## config.mk

```make
export PLATFORM = sky130hd
export DESIGN_NAME = axi_rd_line_collector
export DESIGN_NICKNAME = d
export VERILOG_FILES = /design/src/rtl/axi_rd_line_collector.sv
export SDC_FILE = /design/constraint.sdc
export NUM_CORES = 1
export LEC_CHECK = 0
export BUFFER_PORTS_ARGS = -buffer_cell sky130_fd_sc_hd__buf_4
export CAP_MARGIN = 20
export CORE_AREA = 2 2 313 315
export DETAILED_ROUTE_END_ITERATION = 8
export DIE_AREA = 0 0 315 317
export PLACE_DENSITY_LB_ADDON = 0.2
export SYNTH_ARGS = -nofsm -noshare
export SYNTH_HDL_FRONTEND = slang
export SYNTH_SLANG_ARGS = --single-unit
export TNS_END_PERCENT = 10
```

## constraint.sdc

```tcl
create_clock -name clk_i -period 1.9 [get_ports clk_i]
set_input_delay 0.285 -clock clk_i [delete_from_list [all_inputs] [get_ports clk_i]]
set_output_delay 0.285 -clock clk_i [all_outputs]
set_load 0.01 [all_outputs]
```

## src/rtl/axi_rd_line_collector.sv

```systemverilog
// axi_rd_line_collector
//   Read front end for axi_shim. Takes one client read request, forwards it
//   on the shim read-request port, gathers the returned beats into a line
//   buffer and hands the whole line to the consumer. One transaction is in
//   flight at a time.
//
// Ports
//   clk_i, rst_ni          clock, asynchronous active-low reset
//   req_i / gnt_o          client request; gnt_o high whenever idle
//   addr_i .. lock_i       request fields, latched on req_i && gnt_o
//   rd_req_o / rd_gnt_i    shim request handshake, fields from latched copy
//   rd_rdy_o / rd_valid_i  shim beat handshake plus last/exokay/data/user/id
//   line_valid_o / line_ready_i  assembled line handshake plus line_* fields
//   drop_o                 one-cycle pulse when a beat with a foreign ID is sunk
//   dbg_state_o            current FSM state (IDLE=0, REQ=1, COLLECT=2, DELIVER=3)
//
// Handshakes: every interface transfers on a cycle where valid and ready are
// both high; the side that raised valid keeps its payload stable until then.
module axi_rd_line_collector #(
  parameter int AxiAddrWidth = 64,
  parameter int AxiDataWidth = 64,
  parameter int AxiUserWidth = 64,
  parameter int AxiIdWidth   = 4,
  parameter int AxiNumWords  = 4,
  localparam int BW          = $clog2(AxiNumWords)
) (
  input  logic                                clk_i,
  input  logic                                rst_ni,
  input  logic                                req_i,
  output logic                                gnt_o,
  input  logic [AxiAddrWidth-1:0]             addr_i,
  input  logic [BW-1:0]                       blen_i,
  input  logic [2:0]                          size_i,
  input  logic [AxiIdWidth-1:0]               id_i,
  input  logic                                lock_i,
  output logic                                line_valid_o,
  input  logic                                line_ready_i,
  output logic [AxiNumWords*AxiDataWidth-1:0] line_data_o,
  output logic [AxiNumWords*AxiUserWidth-1:0] line_user_o,
  output logic [AxiIdWidth-1:0]               line_id_o,
  output logic                                line_exokay_o,
  output logic                                line_err_o,
  output logic                                drop_o,
  output logic                                rd_req_o,
  output logic [AxiAddrWidth-1:0]             rd_addr_o,
  output logic [BW-1:0]                       rd_blen_o,
  output logic [2:0]                          rd_size_o,
  output logic [AxiIdWidth-1:0]               rd_id_o,
  output logic                                rd_lock_o,
  input  logic                                rd_gnt_i,
  output logic                                rd_rdy_o,
  input  logic                                rd_valid_i,
  input  logic                                rd_last_i,
  input  logic                                rd_exokay_i,
  input  logic [AxiDataWidth-1:0]             rd_data_i,
  input  logic [AxiUserWidth-1:0]             rd_user_i,
  input  logic [AxiIdWidth-1:0]               rd_id_i,
  output logic [1:0]                          dbg_state_o
);

  localparam int CW = BW + 1;

  typedef enum logic [1:0] {IDLE = 2'd0, REQ = 2'd1, COLLECT = 2'd2, DELIVER = 2'd3} state_e;

  state_e state_q, state_d;

  logic [AxiAddrWidth-1:0] addr_q;
  logic [BW-1:0]           blen_q;
  logic [2:0]              size_q;
  logic [AxiIdWidth-1:0]   id_q;
  logic                    lock_q;
  logic [CW-1:0]           cnt_q;
  logic                    err_q;
  logic                    exok_q;
  logic [AxiNumWords-1:0][AxiDataWidth-1:0] data_q;
  logic [AxiNumWords-1:0][AxiUserWidth-1:0] user_q;

  logic take_req;
  logic beat_hit;
  logic beat_fit;
  logic [CW-1:0] blen_ext;

  assign blen_ext = {1'b0, blen_q};
  assign take_req = (state_q == IDLE) && req_i;
  assign beat_hit = (state_q == COLLECT) && rd_valid_i && (rd_id_i == id_q);
  // cnt_q stops at blen_q+1, so any further matching beat lands here as overflow.
  assign beat_fit = (cnt_q <= blen_ext);

  always_ff @(posedge clk_i or negedge rst_ni) begin
    if (!rst_ni) state_q <= IDLE;
    else         state_q <= state_d;
  end

  always_comb begin
    state_d      = state_q;
    gnt_o        = 1'b0;
    rd_req_o     = 1'b0;
    rd_rdy_o     = 1'b0;
    line_valid_o = 1'b0;
    drop_o       = 1'b0;
    case (state_q)
      IDLE: begin
        gnt_o = 1'b1;
        if (req_i) state_d = REQ;
      end
      REQ: begin
        rd_req_o = 1'b1;
        if (rd_gnt_i) state_d = COLLECT;
      end
      COLLECT: begin
        rd_rdy_o = 1'b1;
        if (rd_valid_i) begin
          if (rd_id_i == id_q) begin
            if (rd_last_i) state_d = DELIVER;
          end else begin
            drop_o = 1'b1;
          end
        end
      end
      DELIVER: begin
        line_valid_o = 1'b1;
        if (line_ready_i) state_d = IDLE;
      end
      default: state_d = IDLE;
    endcase
  end

  always_ff @(posedge clk_i or negedge rst_ni) begin
    if (!rst_ni) begin
      addr_q <= '0;
      blen_q <= '0;
      size_q <= '0;
      id_q   <= '0;
      lock_q <= 1'b0;
      cnt_q  <= '0;
      err_q  <= 1'b0;
      exok_q <= 1'b0;
      data_q <= '0;
      user_q <= '0;
    end else if (take_req) begin
      addr_q <= addr_i;
      blen_q <= blen_i;
      size_q <= size_i;
      id_q   <= id_i;
      lock_q <= lock_i;
      cnt_q  <= '0;
      err_q  <= 1'b0;
      exok_q <= 1'b1;
      data_q <= '0;
      user_q <= '0;
    end else if (beat_hit) begin
      if (beat_fit) begin
        if (cnt_q < CW'(AxiNumWords)) begin
          data_q[cnt_q[BW-1:0]] <= rd_data_i;
          user_q[cnt_q[BW-1:0]] <= rd_user_i;
        end
        exok_q <= exok_q & rd_exokay_i;
        cnt_q  <= cnt_q + CW'(1);
      end
      // Count mismatch at the last beat uses the pre-increment count;
      // an overflow beat is an error on its own.
      if (!beat_fit || (rd_last_i && (cnt_q != blen_ext))) err_q <= 1'b1;
    end
  end

  assign rd_addr_o     = addr_q;
  assign rd_blen_o     = blen_q;
  assign rd_size_o     = size_q;
  assign rd_id_o       = id_q;
  assign rd_lock_o     = lock_q;
  assign line_data_o   = data_q;
  assign line_user_o   = user_q;
  assign line_id_o     = id_q;
  assign line_err_o    = err_q;
  assign line_exokay_o = exok_q && !err_q;
  assign dbg_state_o   = state_q;

endmodule
```

==> Implementation_results.wiki <==
{| class="wikitable"
! Metric !! Value
|-
| Worst clock skew || 11.5 ps
|-
| Most common cell after layout, fill and taps aside || sky130_fd_sc_hd__buf_4
|-
| Average instance area after synthesis || 11.2 sq um
|-
| Endpoint type of the worst setup path || register
|-
| Switching power of the nets || 0.0122 W
|-
| Gate count after technology mapping || 2182
|-
| Critical Path Start Type || register
|-
| Clock-pin transition on the worst setup and hold timing paths || 60 ps
|-
| Clock Tree Buf Depth || 3
|-
| Post-Route WL || 93600 um
|-
| Number of search-and-repair iterations in the first detailed-routing pass || 5
|-
| Detail Placement HPWL || 68400 um
|-
| Worst min-delay path class || in -> reg
|-
| Die Outline Area || 99900 sq um
|-
| Syn_nets || 2406
|-
| Post-synthesis sequential area ratio || 60.8%
|-
| Max_slew headroom || 67.4%
|-
| Highest cell delay on the worst timing path || 430 ps
|-
| Sw Share || 31.5%
|-
| Leakage || 21.7 nW
|-
| Total design power || 0.0387 W
|-
| Critical-path cell with the highest stage delay || sky130_fd_sc_hd__dfrtp_2
|-
| Routed wire per std cell || 20.2 um
|-
| Category of the critical setup timing path || reg -> reg
|-
| Cell type with the largest total area after synthesis || sky130_fd_sc_hd__dfrtp_1
|-
| Slew at the pin with the worst max-slew slack || 489 ps
|-
| Maximum clock rate || 476 MHz
|-
| CTS tree || done
|-
| Largest fanout of any net on the critical path || 11
|-
| CP delay by family, top || buffers and inverters
|-
| Vertical extent of the die || 317 um
|-
| Via count normalized by instance count || 4.30
|-
| Arrival time worst endpoint || 2580 ps
|-
| Iteration-0 DRC count of the detailed router || 1086
|-
| Rows || 114
|-
| Initial antenna violation count || 1
|-
| Cell area after placement || 33700 sq um
|-
| Status || complete, but fails checks
|-
| Aggregate global-route resource usage || 18.1%
|-
| Global-route wire length before repair || 136000 um
|-
| Highest-count cells in the layout ignoring fill and taps || 948 x sky130_fd_sc_hd__buf_4, 865 x sky130_fd_sc_hd__nand2_1, 591 x sky130_fd_sc_hd__dfrtp_1
|-
| Clock root buffer || sky130_fd_sc_hd__clkbuf_16
|-
| Placeable core area || 96300 sq um
|-
| TritonCTS buffer count || 72
|-
| Fill cells || 9538
|-
| Share of the clock period used by the worst path || 111%
|-
| Horizontal die dimension || 315 um
|-
| Number of synthesized register bits || 593
|-
| Quantity of I/O buffers inserted on ports || 812
|-
| Internal power || 0.0265 W
|-
| Yosys Warn Count || 0
|-
| Count of endpoints failing hold in the final timing report || 0
|-
| Worst VDD drop || 0.655 mV
|-
| I/O Pins || 813
|-
| Initial standard-cell utilization of the core || 25.3%
|-
| Area growth from synthesis to layout || 56.5%
|-
| Insertion delay to the later sink of the worst-skew pair || 620 ps
|-
| Pin count of the biggest net entering global routing || 68
|-
| Fin worst setup slack || -201 ps
|-
| CP cell instances || xor2_4 > buf_6 > nor4_4 > nand4_1 > buf_6 > buf_12 > buf_12 > buf_16 > mux2i_1
|-
| Count of clock tree sinks || 593
|-
| CTS H-tree depth || 3
|-
| Total non-filler cell area in the finished layout || 38200 sq um
|-
| Layout cells sized above 1 || 35.8%
|-
| Portion of synthesized cell area occupied by the leading cell type || 60.8%
|-
| Remaining global-route overflow || 0
|-
| Remaining antenna violation count || 0
|-
| Number of standard cells in the final layout excluding fillers || 4623
|-
| Portion of total power attributed to the clock network || 35.2%
|-
| Unrepaired setup endpoints after global routing || true
|-
| Final layout net count || 3518
|-
| Util after Layout || 39.7%
|-
| Buffers and inverters on the worst path || 5
|-
| Req. time, crit path || 2380 ps
|-
| Power density normalized to cell area || 1010 nW/um^2
|-
| Cell area after technology mapping || 24400 sq um
|-
| Sequential group share of total power || 37.9%
|-
| Tmin final || 2100 ps
|-
| Number of distinct library cell variants in the gate-level netlist after synthesis || 29
|-
| Worst R2R Setup Slack || -200 ps
|-
| Max cap viols || 0
|-
| Placed instance count || 4333
|-
| Number of global-route vias before repair || 20814
|-
| Pins Over Slew Limit || 0
|-
| Routability-driven placement congestion ratio || 0.790
|-
| Combinational cell fraction of total power || 26.9%
|-
| Violations in the final reports || setup timing
|-
| Final-report setup violation count || 505
|-
| Synth area leaders || sky130_fd_sc_hd__dfrtp_1 61%, sky130_fd_sc_hd__mux2i_1 21%, sky130_fd_sc_hd__nand2_1 13%
|-
| Remaining routing DRC violations || 0
|-
| Via count of the routed design || 19892
|}
## final cells by class
type	count	area [sq um]	share of cell area [%]
timing repair buffer	1187	10500	27.5
inverter	6	25.0	0.0655
clock buffer	105	2130	5.58
clock inverter	20	171	0.449
antenna	2	5.00	0.0131
tap	1276	1600	4.18
sequential	593	14800	38.9
multi-input combinational	1434	8930	23.4
## cell usage after synthesis (all sizes together)
master	instances
nand2	868
dfrtp	593
mux2i	515
clkbuf	88
buf	61
ha	10
inv	6
nor2b	6
nand3	4
nor2	4
xor2	4
nor3	3
nor4	3
o21ai	3
a21oi	2
a31oi	2
and3	2
nand4	2
a31o	1
and2	1
and4	1
nand2b	1
o31a	1
or4	1
## flip-flops by register name, summed over array words and instances, names as in the netlist
register     count
line_err_o       1
rd_addr_o       64
line_id_o        4
cnt_q            3
line_user_o    256
exok_q           1
rd_blen_o        2
dbg_state_o      2
rd_lock_o        1
line_data_o    256
rd_size_o        3
## cell families after synthesis
family                     synth area share, %
xor gates and xnor gates                 0.144
DFF                                       60.8
buffers and inverters                     3.11
muxes                                     21.1
adders and majority gates                0.513
and+or+nand+nor                           14.0
AOI/OAI and AO/OA                        0.226
## worst register-to-register path, delay by kind of cell, from the launching register on
family	cells	cell delay [ps]
XOR/XNOR	1	170
buffers and inverters	5	750
flip-flops	1	430
multiplexers	1	120
AND/OR/NAND/NOR	2	490
## worst paths after layout
kind | startpoint | endpoint | depth (start not counted)
worst max-delay path | line_id_o[2] | line_user_o[250] | 9
worst min-delay path | rd_data_i[40] | line_data_o[232] | 3
worst min register to register | rd_addr_o[56] | rd_addr_o[56] | 2
worst max register to register | line_id_o[2] | line_user_o[250] | 9
max in group asynchronous | rst_ni | line_user_o[75] | 3
min in group asynchronous | rst_ni | line_data_o[11] | 2
## power by group through the flow
stage / clock network, W / registers, W / logic [W]
after floorplan: 0 / 0.0153 / 0.00358
final: 0.0136 / 0.0147 / 0.0104
after detailed placement: 0 / 0.0148 / 0.0101
after global placement: 0 / 0.0148 / 0.0101
after global routing: 0.0146 / 0.0148 / 0.0113
after CTS: 0.0141 / 0.0146 / 0.0104
## per-layer routing
layer  global-route usage (%)  up-vias  share of wire (%)
li1                         -     9345                  -
met1                     22.2     9805                 41
met2                     30.2      597                 49
met3                     4.64      145                6.4
met4                     7.45        0                3.7
met5                        0        -                  0
## stage by stage
stage	hold slack (ps)	TNS [ps]	setup WS (ps)
final	51.7	-53040	-201
after global placement	244	-52930	-166
after CTS	0.0142	-44800	-213
after detailed placement	241	-51310	-175
after floorplan	-10.6	-6390	-51.7
after global routing	28.1	-107010	-310
## timing repair
item                       4_1_cts  5_1_grt
hold endpoints to repair       350        0
setup buffers                   16       14
gates cloned                    12        4
hold buffers                   120        0
setup endpoints to repair      498      513
pin swaps                        6        7
resized for setup               64       18
Note: power is estimated with default switching activity, not from simulation.
